### config.mk
export PLATFORM = sky130hd
export DESIGN_NAME = vslc_servo_pwm
export DESIGN_NICKNAME = d
export VERILOG_FILES = /design/src/rtl/vslc_pkg.sv /design/src/rtl/vslc_prescaler.sv /design/src/rtl/vslc_servo_pwm.sv
export SDC_FILE = /design/constraint.sdc
export NUM_CORES = 1
export LEC_CHECK = 0
export ABC_CLOCK_PERIOD_IN_PS = 2700
export CORE_AREA = 5 5 70 72
export CTS_BUF_LIST = sky130_fd_sc_hd__clkbuf_4 sky130_fd_sc_hd__clkbuf_8
export DETAILED_ROUTE_END_ITERATION = 8
export DIE_AREA = 0 0 75 77
export PLACE_DENSITY = 0.75
export SLEW_MARGIN = 30
export SYNTH_ARGS = -nofsm -noshare
export SYNTH_HDL_FRONTEND = slang
export SYNTH_SLANG_ARGS = --single-unit
### constraint.sdc
create_clock -name clk -period 2.7 [get_ports clk]
set_input_delay 0.54 -clock clk [delete_from_list [all_inputs] [get_ports clk]]
set_output_delay 0.54 -clock clk [all_outputs]
set_load 0.01 [all_outputs]
### src/rtl/vslc_pkg.sv
// Shared constants and helpers for the VSLC peripherals.
// Holds the servo PWM defaults and the pulse-width computation with its clamp.
package vslc_pkg;

  localparam int unsigned SERVO_CLK_DIV     = 9;
  localparam int unsigned SERVO_FRAME_TICKS = 20000;
  localparam int unsigned SERVO_MIN_TICKS   = 1000;
  localparam int unsigned SERVO_STEP_TICKS  = 4;
  localparam int unsigned SERVO_RESET_POS   = 128;

  // Frame counter width; FRAME_TICKS is limited to 32767.
  localparam int unsigned SERVO_FRAME_W     = 15;

  // Pulse width in ticks for a position.
  // The sum is formed in 17 bits. It is clamped to frame_ticks-1 so that
  // every frame keeps at least one low tick.
  function automatic logic [14:0] servo_width(
    input logic [7:0]  pos,
    input int unsigned min_ticks,
    input int unsigned step_ticks,
    input int unsigned frame_ticks
  );
    logic [16:0] raw;
    logic [16:0] lim;
    raw = 17'(min_ticks) + (17'(pos) * 17'(step_ticks));
    lim = 17'(frame_ticks);
    if (raw >= lim) begin
      servo_width = 15'(frame_ticks - 32'd1);
    end else begin
      servo_width = raw[14:0];
    end
  endfunction

endpackage

### src/rtl/vslc_prescaler.sv
// Clock prescaler shared by the VSLC timebases.
// It emits a one-clock tick every DIV+1 clocks. clr parks the count at 0 and
// suppresses the tick.
module vslc_prescaler #(
  parameter int unsigned DIV = 9
) (
  input  logic clk,
  input  logic rst_n,
  input  logic clr,
  output logic tick
);

  localparam int unsigned CW = (DIV < 1) ? 1 : $clog2(DIV + 1);

  logic [CW-1:0] pre_cnt_r;
  logic          at_top_s;

  assign at_top_s = (pre_cnt_r == CW'(DIV));
  assign tick     = at_top_s & ~clr;

  // Count 0..DIV and wrap on the tick; clr holds the count at 0
  always_ff @(posedge clk or negedge rst_n) begin
    if (!rst_n) begin
      pre_cnt_r <= '0;
    end else if (clr) begin
      pre_cnt_r <= '0;
    end else if (at_top_s) begin
      pre_cnt_r <= '0;
    end else begin
      pre_cnt_r <= pre_cnt_r + CW'(1'b1);
    end
  end

endmodule

### src/rtl/vslc_servo_pwm.sv
// Hobby-servo PWM generator.
// It produces one pulse per frame, with a width of MIN_TICKS + pos*STEP_TICKS
// ticks. Positions are double-buffered: a write lands in pend_pos and moves to
// act_pos only at a frame load, so a pulse is never truncated mid-frame.
module vslc_servo_pwm
  import vslc_pkg::*;
#(
  parameter int unsigned CLK_DIV     = SERVO_CLK_DIV,
  parameter int unsigned FRAME_TICKS = SERVO_FRAME_TICKS,
  parameter int unsigned MIN_TICKS   = SERVO_MIN_TICKS,
  parameter int unsigned STEP_TICKS  = SERVO_STEP_TICKS,
  parameter int unsigned RESET_POS   = SERVO_RESET_POS
) (
  input  logic       clk,
  input  logic       rst_n,
  input  logic       en_i,
  input  logic       wr_i,
  input  logic [7:0] pos_i,
  output logic       servo_o,
  output logic       frame_o,
  output logic       upd_pending_o
);

  logic                     tick_s;
  logic                     clr_s;
  logic                     last_s;
  logic                     load_s;
  logic [14:0]              width_s;

  logic                     run_r;
  logic [SERVO_FRAME_W-1:0] frame_cnt_r;
  logic [7:0]               pend_pos_r;
  logic [7:0]               act_pos_r;
  logic                     upd_pending_r;
  logic                     servo_r;
  logic                     frame_r;

  // The first enabled clock after reset or after a disable is itself a frame
  // load. The prescaler is held in that clock too, so the first frame_cnt=0
  // slot lasts a full CLK_DIV+1 clocks and the first pulse has full width.
  assign clr_s   = ~(en_i & run_r);
  assign last_s  = (frame_cnt_r == SERVO_FRAME_W'(FRAME_TICKS - 32'd1));
  assign load_s  = en_i & (~run_r | (tick_s & last_s));
  assign width_s = servo_width(act_pos_r, MIN_TICKS, STEP_TICKS, FRAME_TICKS);

  vslc_prescaler #(
    .DIV (CLK_DIV)
  ) u_prescaler (
    .clk   (clk),
    .rst_n (rst_n),
    .clr   (clr_s),
    .tick  (tick_s)
  );

  // Frame counter: advance on each tick while running, and park at 0 when
  // disabled or in the load clock
  always_ff @(posedge clk or negedge rst_n) begin
    if (!rst_n) begin
      run_r       <= 1'b0;
      frame_cnt_r <= '0;
    end else begin
      run_r <= en_i;
      if (!en_i || !run_r) begin
        frame_cnt_r <= '0;
      end else if (tick_s) begin
        frame_cnt_r <= last_s ? '0 : frame_cnt_r + SERVO_FRAME_W'(1'b1);
      end else begin
        frame_cnt_r <= frame_cnt_r;
      end
    end
  end

  // Double buffer: writes go to pend_pos and the frame load copies them to
  // act_pos. A write in the load clock wins over the clear of upd_pending.
  always_ff @(posedge clk or negedge rst_n) begin
    if (!rst_n) begin
      pend_pos_r    <= 8'(RESET_POS);
      act_pos_r     <= 8'(RESET_POS);
      upd_pending_r <= 1'b0;
    end else begin
      if (wr_i) begin
        pend_pos_r <= pos_i;
      end else begin
        pend_pos_r <= pend_pos_r;
      end
      if (load_s) begin
        act_pos_r <= pend_pos_r;
      end else begin
        act_pos_r <= act_pos_r;
      end
      if (wr_i) begin
        upd_pending_r <= 1'b1;
      end else if (load_s) begin
        upd_pending_r <= 1'b0;
      end else begin
        upd_pending_r <= upd_pending_r;
      end
    end
  end

  // Registered outputs: the PWM level, and a strobe in the clock after each
  // frame load
  always_ff @(posedge clk or negedge rst_n) begin
    if (!rst_n) begin
      servo_r <= 1'b0;
      frame_r <= 1'b0;
    end else begin
      servo_r <= en_i & run_r & (frame_cnt_r < width_s);
      frame_r <= load_s;
    end
  end

  assign servo_o       = servo_r;
  assign frame_o       = frame_r;
  assign upd_pending_o = upd_pending_r;

endmodule

Yosys cells after proc, flatten, opt, wreduce, memory -nomap -nowiden:

Index checks and enable logic that the tools add are counted.

* register bits: 39
* input port bits: 12
* logic and storage cells: 35

* $add $sub $neg: 3
* magnitude comparators: 2
* eq/ne operators: 2
* mux-type cells: 8
* bitwise gates (word level): 7
* reduce and logical (&&, ||, !) cells: 5

Operator list (number)
* $mux W15: 4
* $add A15 B1 Y15 const B: 1
* $eq A15 B15 Y1 const B: 1
* $ge A11 B15 Y1 const B: 1
* $lt A15 B15 Y1: 1
* $add A10 B10 Y11 const A: 1
* $mux W4: 2
* $and A1 B1 Y1: 5
* $add A4 B1 Y4 const B: 1
* $eq A4 B4 Y1 const B: 1
* $reduce_bool A2 Y1: 2
* $logic_not A1 Y1: 2
* $mux W1: 2
* $logic_or A1 B1 Y1: 1
* $not A1 Y1: 1
* $or A1 B1 Y1: 1

Logic depth before layout (Yosys ltp):

Gate-level depths: netlist of the first run.

* depth after elaboration: 7
* gate-level depth with buffers: 7

Hierarchy:

From an unflattened synthesis of the first run, not the netlist that was laid out.

* cells, all modules: 184
* area, all modules: 2087.0 um^2

By module, submodules not included
* vslc_servo_pwm: times used 1, cells an instance 164, area an instance 1883.1 um^2, seq. area each 878.3 um^2
* vslc_prescaler: times used 1, cells an instance 20, area an instance 203.9 um^2, seq. area each 100.1 um^2

Least setup slack after synthesis of the first run:

OpenSTA, ideal clock, no wires.

* kind: register -> register
* start: register act_pos_r[4]
* end: register servo_r (netlist: servo_o)
* setup time: 0.065 ns
* data arrival time: 2.111 ns
* slack: 0.524 ns
* stages on the path, launching flop included: 8
* buffers on the path: 0
* period minus slack after synthesis: 2.176 ns
* path through: dfrtp_1 > or3_1 > a21oi_1 > nor3b_1 > ha_1 > a2111o_1 > nor4_1 > o221a_2

* cells in the longest elaborated chain, start to end: 5

RTL lines
* start, declared: RTL line vslc_servo_pwm.sv:33 `logic [7:0] act_pos_r;`
* start signal, assigned: RTL line vslc_servo_pwm.sv:78 `act_pos_r <= 8'(RESET_POS);`
* start signal, assigned: RTL line vslc_servo_pwm.sv:87 `act_pos_r <= pend_pos_r;`
* start signal, assigned: RTL line vslc_servo_pwm.sv:89 `act_pos_r <= act_pos_r;`
* $add A10 B10 Y11 (*): RTL line vslc_pkg.sv:25 `raw = 17'(min_ticks) + (17'(pos) * 17'(step_ticks));`
* $ge A11 B15 Y1: RTL line vslc_pkg.sv:27 `if (raw >= lim) begin`
* $mux W15 (*): RTL line vslc_pkg.sv:27
* $lt A15 B15 Y1 (*): RTL line vslc_servo_pwm.sv:108 `servo_r <= en_i & run_r & (frame_cnt_r < width_s);`
* $and A1 B1 Y1 (*): RTL line vslc_servo_pwm.sv:108
* end signal, assigned: RTL line vslc_servo_pwm.sv:108
* end, declared: RTL line vslc_servo_pwm.sv:35 `logic servo_r;`

Mark *: on every way between the ends. The rest lies on a longest branch, timed or not.
A chain may end at the register's enable or synchronous reset.

Final worst setup path of the first run:

Same ends and word-level chain as after synthesis.

==> results.tsv, run 1 <==
metric	value	unit
status	completed	
post-CTS setup buffers	0	
Core Util, Final	62.0	%
CTS tree	done	
total gr overflow	0	
yosys warns	0	
core area	4230	um^2
Worst-Margin Slew	0.587	ns
most common cell in the synthesized netlist	dfrtp_1	
instance count on the critical path	7	
DR pass1 iterations	4	
Seq/Total Area, Yosys	42.7	%
clock network fraction of design power	40.7	%
clock buffer depth	2	
fillers	363	
Critical R2R Capture	servo_o$_DFF_PN0_	
antenna violations before repair	0	
Sw Ratio	23.7	%
mapped cell area	2290	um^2
Inserted Diodes	0	
Crit path arrival time	2.62	ns
Syn Inst Count	236	
clk sinks	39	
number of synthesized flops with an enable pin	0	
fraction of registers with async set or reset after synthesis	100	%
Fin Setup TNS	0	ns
Synth Area in Compound Gates	15.1	%
leakage	1.07	nW
Rel. slew slack	60.8	%
dpl hpwl	3650	um
Syn-to-layout area delta	14.5	%
post-CTS resize count	0	
internal cell power	0.00110	W
register share of total power	46.4	%
XOR/XNOR share of the synthesized area	2.67	%
Switching Power	0.000342	W
simple-gate share of the synthesized area	25.0	%
gr usage total	19.6	%
Worst path top cell family by delay	simple AND/OR/NAND/NOR gates	
Design Power	0.00144	W
RePlAce Congestion	0.847	
largest cells by area after synthesis	dfrtp_1 40%, ha_1 6.6%, nand4_1 4.6%, mux2_2 3.9%, a31oi_1 3.8%	
largest family of logic cells by synthesized area	simple AND/OR/NAND/NOR gates	
Avg Synthesized Cell Area	9.71	um^2
post-synth top area cell	dfrtp_1	
worst hold path class	input port to async pin	
critical path data required time	2.93	ns
crit path max fanout	5	
drt wl/cell	17.1	um
Final Skew	0.00709	ns
peak supply drop	368	uV
max cap viols	0	
period utilisation layout	88.3	%
clk root buf	clkbuf_8	
reg2reg start	act_pos_r[4]$_DFFE_PN0P_	
Crit Path Class	flop to flop	
share of cells above drive strength 1	12.2	%
pwr dens	549	nW/um^2
Buf+Inv Stages, Crit Path	0	
final wirelength	5240	um
fin crit period	2.38	ns
Worst Setup EP	servo_o$_DFF_PN0_	
first-pass GRT wire length	8900	um
post-synthesis mux area share	4.37	%
Detailed Route Iter0 Violations	261	
Post-Syn Nets	260	
input/output buffers	14	
final setup vio count	0	
total number of vias	1954	
Nets	277	
CP peak stage delay	0.42	ns
Worst Reg-to-Reg Cells	7	
largest net degree at the start of global routing	40	
Crit. Startpoint	act_pos_r[4]$_DFFE_PN0P_	
I/O pin total	15	
vias in the first global route	1800	
max-slew violations	0	
Critical Path, Cell by Cell	or3_1 > a21oi_1 > nor3b_1 > ha_1 > a2111o_1 > nor4_1 > o221a_2	
Crit. End Element	flop	
Die Ht	77	um
Synth Area in Adders	6.55	%
combinational group share of total power	12.9	%
Cell variety after synth	45	
Antenna Nets Post-Route	0	
upper clock frequency limit	419	MHz
FP Rows	24	
initial core utilization	54.1	%
top cells by count, synth	37 x dfrtp_1, 17 x nand3_1, 17 x nand4_1	
CP startpoint kind	flop	
flops & latches, synth	39	
top-area cell type share of the netlist area	40.4	%
Num CTS Buffers	5	
Die W	75	um
Clock H-tree levels	2	
Die Footprint	5780	um^2
Post-CTS Hold Fix Bufs	0	
slack of the critical path	0.315	ns
clock-pin slew on the worst setup and hold paths	0.08	ns
crit path max-delay cell type	dfrtp_1	
Post-synth top flop	dfrtp_1	
RSZ-0062 raised after global routing	no	
drt via density	6.39	
Skew-Pair Late Insertion Delay	0.29	ns
DRC viols	0	
Placement Setup Slack	0.342	ns
Worst R2R Setup Slack	0.32	ns
final number of hold-violating endpoints	0	
[per-layer routing]
layer,wire [um],vias up,track usage [%]
li1,-,935,-
met1,2430,935,29.8
met2,2400,78,28.0
met3,351,6,3.53
met4,63,0,6.23
met5,0,-,0
[placed cells by master, fill, tap and decap left out, types with 2 or more instances in the layout]
cell             synthesis  routed
dfrtp_1                 37      37
nand3_1                 17      17
nand4_1                 17      17
a31oi_1                 14      14
a21oi_1                 13      13
clkdlybuf4s50_1          0      13
ha_1                    12      12
nand2_1                 11      11
nor2_1                  10      10
o211ai_1                10      10
nor2b_1                  9       9
mux2_2                   8       8
buf_4                    0       8
or4_1                    7       7
inv_1                    6       6
xnor2_1                  5       5
nor3_1                   5       5
clkbuf_8                 0       5
and3_1                   4       4
a21o_1                   3       3
o21ai_0                  3       3
o31ai_1                  3       3
nand3b_1                 2       2
xor2_1                   2       2
or3_1                    2       2
nand2b_1                 2       2
or2_2                    2       2
nor4_1                   2       2
and3b_1                  2       2
o22ai_1                  2       2
dfstp_2                  2       2
bufinv_16                0       2
[power groups by stage]
stage	Clock [W]	Sequential, W	Combinational (W)
6_report	0.000587	0.000669	0.000186
5_1_grt	0.000622	0.000675	0.000214
4_1_cts	0.000594	0.000667	0.000189
3_5_place_dp	0	0.000678	0.000187
3_3_place_gp	0	0.000676	0.000181
2_1_floorplan	0	0.000666	0.000127
[final cells by class]
cell class / count / area, um^2 / share of cell area [%]
Clock inverter: 2 / 60.1 / 2.29
Sequential cell: 39 / 978 / 37.3
Clock buffer: 6 / 76.3 / 2.91
Tap cell: 52 / 65.1 / 2.48
Multi-Input combinational cell: 180 / 1230 / 46.9
Inverter: 6 / 22.5 / 0.858
Timing Repair Buffer: 21 / 190 / 7.25
[metrics by stage]
step,instance area [um^2],hold slack (ns),std cells
floorplan,2290,0.244,236
global placement,2480,0.482,298
detailed placement,2480,0.497,298
CTS,2620,0.394,306
global route,2620,0.251,306
finish,2620,0.213,306
[sequential cells by signal, indices dropped and copies added, names as in the netlist]
register / count
frame_cnt_r: 15
upd_pending_o: 1
act_pos_r: 8
run_r: 1
frame_o: 1
servo_o: 1
pend_pos_r: 8
u_prescaler.pre_cnt_r: 4
[kinds of logic (layout without fill, tap and decap cells)]
group,Yosys count,count (layout)
mux,9,9
buf+inv,17,35
flops,39,39
simple gates,99,99
xor+xnor,7,7
compound gates,53,53
fa+ha+maj,12,12
[how the worst min path moves through the flow]
stage | startpoint | end | slack [ns] | depth (start not counted)
2_1_floorplan | rst_n | act_pos_r[0]$_DFFE_PN0P_ | 0.24 | 0
3_3_place_gp | u_prescaler.pre_cnt_r[0]$_DFF_PN0_ | u_prescaler.pre_cnt_r[0]$_DFF_PN0_ | 0.48 | 1
3_5_place_dp | u_prescaler.pre_cnt_r[0]$_DFF_PN0_ | u_prescaler.pre_cnt_r[0]$_DFF_PN0_ | 0.50 | 1
4_1_cts | rst_n | frame_cnt_r[3]$_DFFE_PN0P_ | 0.39 | 1
5_1_grt | rst_n | frame_cnt_r[3]$_DFFE_PN0P_ | 0.25 | 1
6_report | rst_n | frame_cnt_r[3]$_DFFE_PN0P_ | 0.21 | 1
Note: power is estimated with default switching activity, not from simulation.
==> run 2, diff against run 1 <==
--- a/config.mk
+++ b/config.mk
@@ -6,11 +6,11 @@
 export NUM_CORES = 1
 export LEC_CHECK = 0
 export ABC_CLOCK_PERIOD_IN_PS = 2700
-export CORE_AREA = 5 5 70 72
+export CORE_AREA = 5 5 87 89
 export CTS_BUF_LIST = sky130_fd_sc_hd__clkbuf_4 sky130_fd_sc_hd__clkbuf_8
 export DETAILED_ROUTE_END_ITERATION = 8
-export DIE_AREA = 0 0 75 77
-export PLACE_DENSITY = 0.75
+export DIE_AREA = 0 0 92 94
+export RECOVER_POWER = 50
 export SLEW_MARGIN = 30
 export SYNTH_ARGS = -nofsm -noshare
 export SYNTH_HDL_FRONTEND = slang
==> results.tsv, run 2 (same netlist as run 1, synthesis figures left out) <==
metric	value	unit	change
status	complete, but fails checks		
violated checks	capacitance limit, slew limit		
clock-pin slew on the worst setup and hold paths	0.07	ns	about the same
I/O pin total	15		unchanged
vias in the first global route	1971		+9.5%
Syn-to-layout area delta	15.6	%	
Biggest register	frame_cnt_r		
critical path data required time	2.87	ns	-0.06 ns
final wirelength	5610	um	+7.1%
Placement Setup Slack	0.284	ns	-0.0580 ns
core area	6680	um^2	+58%
Final Skew	0.0142	ns	+0.00713 ns
gr usage total	14.0	%	-5.6 points
Die Ht	94	um	+22%
Worst R2R Setup Slack	0.24	ns	-0.08 ns
dpl hpwl	3960	um	+8.3%
clk root buf	clkbuf_8		
post-CTS resize count	0		unchanged
Clock H-tree levels	2		unchanged
Nets	280		+1.1%
Crit. End Element	flop		
register share of total power	48.9	%	+2.5 points
Sw Ratio	27.1	%	+3.4 points
clock network fraction of design power	37.1	%	-3.6 points
worst hold path class	flop to flop		
Post-CTS Hold Fix Bufs	0		unchanged
max cap viols	1		+1
Inserted Diodes	0		unchanged
max reg flops	15		unchanged
FP Rows	30		+25%
most common cell after layout, fill and taps aside	dfrtp_1		
internal cell power	0.000996	W	-9.5%
initial core utilization	34.3	%	-20 points
largest registers	frame_cnt_r (15), act_pos_r (8), pend_pos_r (8)		
input/output buffers	14		unchanged
Worst-Margin Slew	2.20	ns	+1.61 ns
first-pass GRT wire length	9810	um	+10%
Switching Power	0.000370	W	+8.2%
Crit. Startpoint	en_i		
CP startpoint kind	input port		
crit path max fanout	23		+18
period utilisation layout	91.4	%	+3.0 points
final setup vio count	0		unchanged
combinational group share of total power	14.1	%	+1.2 points
total gr overflow	0		unchanged
largest net degree at the start of global routing	40		unchanged
commonest cells after routing, fill and taps aside	37 x dfrtp_1, 17 x nand3_1, 17 x nand4_1		
min-delay src	u_prescaler.pre_cnt_r[0]$_DFF_PN0_		
drt via density	5.92		-7.2%
RePlAce Congestion	0.865		+2.1%
pwr dens	515	nW/um^2	-6.2%
total number of vias	1996		+2.1%
share of cells above drive strength 1	12.5	%	+0.25 points
Detailed Route Iter0 Violations	91		-65%
DR pass1 iterations	4		unchanged
drt wl/cell	16.7	um	-2.8%
Rel. slew slack	-46.6	%	-110 points
slack of the critical path	0.233	ns	-0.0817 ns
RSZ-0062 raised after global routing	no		
Core Util, Final	39.7	%	-22 points
post-CTS setup buffers	0		unchanged
Die W	92	um	+23%
CTS tree	done		
clk sinks	39		unchanged
max-slew violations	40		+40
DRC viols	0		unchanged
Crit Path Class	input port to flop		
antenna violations before repair	0		unchanged
Die Footprint	8650	um^2	+50%
Antenna Nets Post-Route	0		unchanged
leakage	1.07	nW	about the same
reg2reg start	act_pos_r[4]$_DFFE_PN0P_		
Fin Setup TNS	0	ns	unchanged
clock buffer depth	2		unchanged
Num CTS Buffers	5		unchanged
peak supply drop	315	uV	-14%
Skew-Pair Late Insertion Delay	0.30	ns	about the same
upper clock frequency limit	405	MHz	-3.3%
fillers	682		+88%
final number of hold-violating endpoints	0		unchanged
Crit path arrival time	2.64	ns	+0.02 ns
fin crit period	2.47	ns	+0.0817 ns
[run 2: layout make-up]
type	instances	area, um^2	share of cell area, %
clock buffer	5	68.8	2.60
clock inverter	3	43.8	1.65
inverter	6	22.5	0.850
multi-input combinational	180	1230	46.5
sequential	39	978	36.9
tap	80	100	3.78
timing repair buffer	24	205	7.74
[run 2: routing by layer]
layer	share of wire [%]	wire length (um)	vias to the layer above	GRT usage [%]
met5	0	0	-	0
li1	-	-	943	-
met1	46	2600	997	18.9
met4	1.8	100	0	4.33
met2	47	2650	48	22.7
met3	4.7	265	8	2.80
[run 2: critical path: stages]
cell,delay [ns]
clkdlybuf4s50_1,0.48
clkbuf_1,0.72
nand3_1,0.56
nand3b_1,0.24
o2bb2ai_1,0.09
[run 2: power by group through the flow]
| stage | Combinational, W | Clock, W | Sequential (W) |
|---|---|---|---|
| floorplan | 0.000127 | 0 | 0.000666 |
| global placement | 0.000188 | 0 | 0.000676 |
| detailed placement | 0.000194 | 0 | 0.000678 |
| CTS | 0.000196 | 0.000510 | 0.000667 |
| global route | 0.000223 | 0.000534 | 0.000673 |
| finish | 0.000192 | 0.000506 | 0.000667 |
[run 2: path summary, 6_finish.rpt]
path | endpoint | cells past startpoint
setup / recovery | frame_cnt_r[2]$_DFFE_PN0P_ | 5
hold / removal | u_prescaler.pre_cnt_r[0]$_DFF_PN0_ | 1
setup reg to reg | servo_o$_DFF_PN0_ | 7
hold reg to reg | u_prescaler.pre_cnt_r[0]$_DFF_PN0_ | 1
max in group asynchronous | frame_cnt_r[1]$_DFFE_PN0P_ | 1
min in group asynchronous | act_pos_r[5]$_DFFE_PN0P_ | 1
[run 2: through the flow]
stage | cell area, um^2 | std cells | total power (W) | hold WS, ns
after floorplan | 2290 | 236 | 0.000793 | 0.244
after global placement | 2540 | 329 | 0.000864 | 0.485
after detailed placement | 2540 | 329 | 0.000872 | 0.487
after CTS | 2660 | 337 | 0.00137 | 0.406
after global routing | 2650 | 337 | 0.00143 | 0.536
final | 2650 | 337 | 0.00137 | 0.492
==> run 3, diff against run 2 <==
--- a/config.mk
+++ b/config.mk
@@ -5,7 +5,7 @@
 export SDC_FILE = /design/constraint.sdc
 export NUM_CORES = 1
 export LEC_CHECK = 0
-export ABC_CLOCK_PERIOD_IN_PS = 2700
+export ABC_CLOCK_PERIOD_IN_PS = 2400
 export CORE_AREA = 5 5 87 89
 export CTS_BUF_LIST = sky130_fd_sc_hd__clkbuf_4 sky130_fd_sc_hd__clkbuf_8
 export DETAILED_ROUTE_END_ITERATION = 8
==> constraint.sdc (replaced) <==
create_clock -name clk -period 2.4 [get_ports clk]
set_input_delay 0.48 -clock clk [delete_from_list [all_inputs] [get_ports clk]]
set_output_delay 0.48 -clock clk [all_outputs]
set_load 0.01 [all_outputs]
==> results.tsv, run 3 (same netlist as run 1, synthesis figures left out) <==
metric	value	unit	change
Placement Setup Slack	0.149	ns	-0.136 ns
Detailed Route Iter0 Violations	89		-2.2%
Non-Filler Instances	347		+3.0%
most common cell after layout, fill and taps aside	dfrtp_1		
Skew-Pair Late Insertion Delay	0.30	ns	about the same
DRC viols	0		unchanged
Worst-Margin Slew	0.916	ns	-1.28 ns
clk root buf	clkbuf_8		
commonest cells after routing, fill and taps aside	37 x dfrtp_1, 18 x buf_4, 17 x nand3_1, 17 x nand4_1, 14 x a31oi_1		
dpl hpwl	4010	um	+1.4%
CP startpoint kind	flop		
cell total after placement	339		+3.0%
largest registers	frame_cnt_r (15), act_pos_r (8), pend_pos_r (8)		
Design Power	0.00143	W	+4.9%
Num CTS Buffers	5		unchanged
drt via density	5.83		-1.6%
Clock H-tree levels	2		unchanged
Crit path arrival time	2.46	ns	-0.18 ns
crit path max-delay cell type	dfrtp_1		
peak supply drop	328	uV	+4.1%
total number of vias	2022		+1.3%
max cap viols	0		-1
status	completed		
Antenna Nets Post-Route	0		unchanged
core area	6680	um^2	unchanged
largest net degree at the start of global routing	24		-40%
critical path data required time	2.64	ns	-0.23 ns
clk sinks	39		unchanged
Final Skew	0.00990	ns	-0.00432 ns
fillers	679		-0.44%
share of cells above drive strength 1	15.7	%	+3.3 points
Die Footprint	8650	um^2	unchanged
RePlAce Congestion	0.797		-7.8%
Biggest register	frame_cnt_r		
Crit. Startpoint	act_pos_r[5]$_DFFE_PN0P_		
Die Ht	94	um	unchanged
pwr dens	530	nW/um^2	+2.8%
Fin Setup TNS	0	ns	unchanged
Syn-to-layout area delta	17.9	%	
reg2reg start	act_pos_r[5]$_DFFE_PN0P_		
Buf+Inv Stages, Crit Path	0		-2
Critical Path, Cell by Cell	or3_1 > a21oi_1 > nor3b_2 > ha_1 > a2111o_1 > nor4_1 > o221a_2		
first-pass GRT wire length	9820	um	about the same
gr usage total	14.2	%	+0.15 points
Post-CTS Hold Fix Bufs	0		unchanged
Rel. slew slack	38.9	%	+86 points
Nets	290		+3.6%
Die W	92	um	unchanged
Inserted Diodes	0		unchanged
clock-pin slew on the worst setup and hold paths	0.08	ns	about the same
I/O pin total	15		unchanged
antenna violations before repair	0		unchanged
upper clock frequency limit	450	MHz	
CP peak stage delay	0.41	ns	-0.31 ns
final setup vio count	0		unchanged
clock buffer depth	2		unchanged
drt wl/cell	16.6	um	-0.51%
max reg flops	15		unchanged
Crit. End Element	flop		
Worst path top cell family by delay	compound AO/OA/AOI/OAI gates		
FP Rows	30		unchanged
final number of hold-violating endpoints	0		unchanged
final wirelength	5750	um	+2.4%
max-slew violations	0		-100%
crit path max fanout	4		-83%
CTS tree	done		
Crit Path Class	flop to flop		
DR pass1 iterations	4		unchanged
initial core utilization	34.3	%	unchanged
vias in the first global route	1964		-0.36%
period utilisation layout	92.6	%	
worst hold path class	input port to async pin		
leakage	1.10	nW	+2.5%
total gr overflow	0		unchanged
input/output buffers	14		unchanged
fin crit period	2.22	ns	
RSZ-0062 raised after global routing	no		
slack of the critical path	0.178	ns	-0.0553 ns
[run 3: changes by cell type in the layout (fill, tap and decap cells not counted), sizes merged]
cell,delta
clkinvlp,+2
clkinv,-1
bufinv,-1
buf,+9
clkbuf,+1
[run 3: repair_timing]
item | in CTS | in global routing
hold endpoints to repair | 0 | 0
resized for setup | 0 | 1
setup buffers | 0 | 0
setup endpoints to repair | 0 | 1
[run 3: stage by stage]
| stage | utilization [%] | hold slack, ns | area [um^2] |
|---|---|---|---|
| 3_3_place_gp | 39.2 | 0.422 | 2620 |
| 5_1_grt | 40.4 | 0.335 | 2700 |
| 4_1_cts | 40.5 | 0.0933 | 2710 |
| 6_report | 40.4 | 0.266 | 2700 |
| 3_5_place_dp | 39.2 | 0.418 | 2620 |
| 2_1_floorplan | - | 0.184 | 2290 |
[run 3: area by class of cell]
cell class	count	area, um^2	share of cell area, %
multi-input combinational	180	1240	45.7
sequential	39	978	36.2
timing repair buffer	34	277	10.2
tap	80	100	3.70
clock buffer	5	68.8	2.55
inverter	6	22.5	0.833
clock inverter	3	20.0	0.741
[run 3: power breakdown]
part	switching (W)	leakage [nW]	internal (W)
Clock	0.000257	0.0402	0.000203
Combinational	0.000110	0.564	0.000118
Sequential	0.0000428	0.496	0.000702
Total	0.000410	1.10	0.00102
[run 3: metal layers]
metal,vias to the layer above,global-route usage [%],share of wire (%)
li1,969,-,-
met1,1005,19.5,49
met2,42,22.6,46
met3,6,2.48,3.8
met4,0,4.58,1.3
met5,-,0,0
[run 3: final timing paths]
kind | to | slack [ns] | cells past startpoint
max | servo_o$_DFF_PN0_ | 0.18 | 7
min | act_pos_r[2]$_DFFE_PN0P_ | 0.27 | 1
max reg2reg | servo_o$_DFF_PN0_ | 0.18 | 7
min reg2reg | u_prescaler.pre_cnt_r[0]$_DFF_PN0_ | 0.50 | 1
max in group asynchronous | frame_cnt_r[1]$_DFFE_PN0P_ | 0.82 | 2
min in group clk | u_prescaler.pre_cnt_r[0]$_DFF_PN0_ | 0.50 | 1
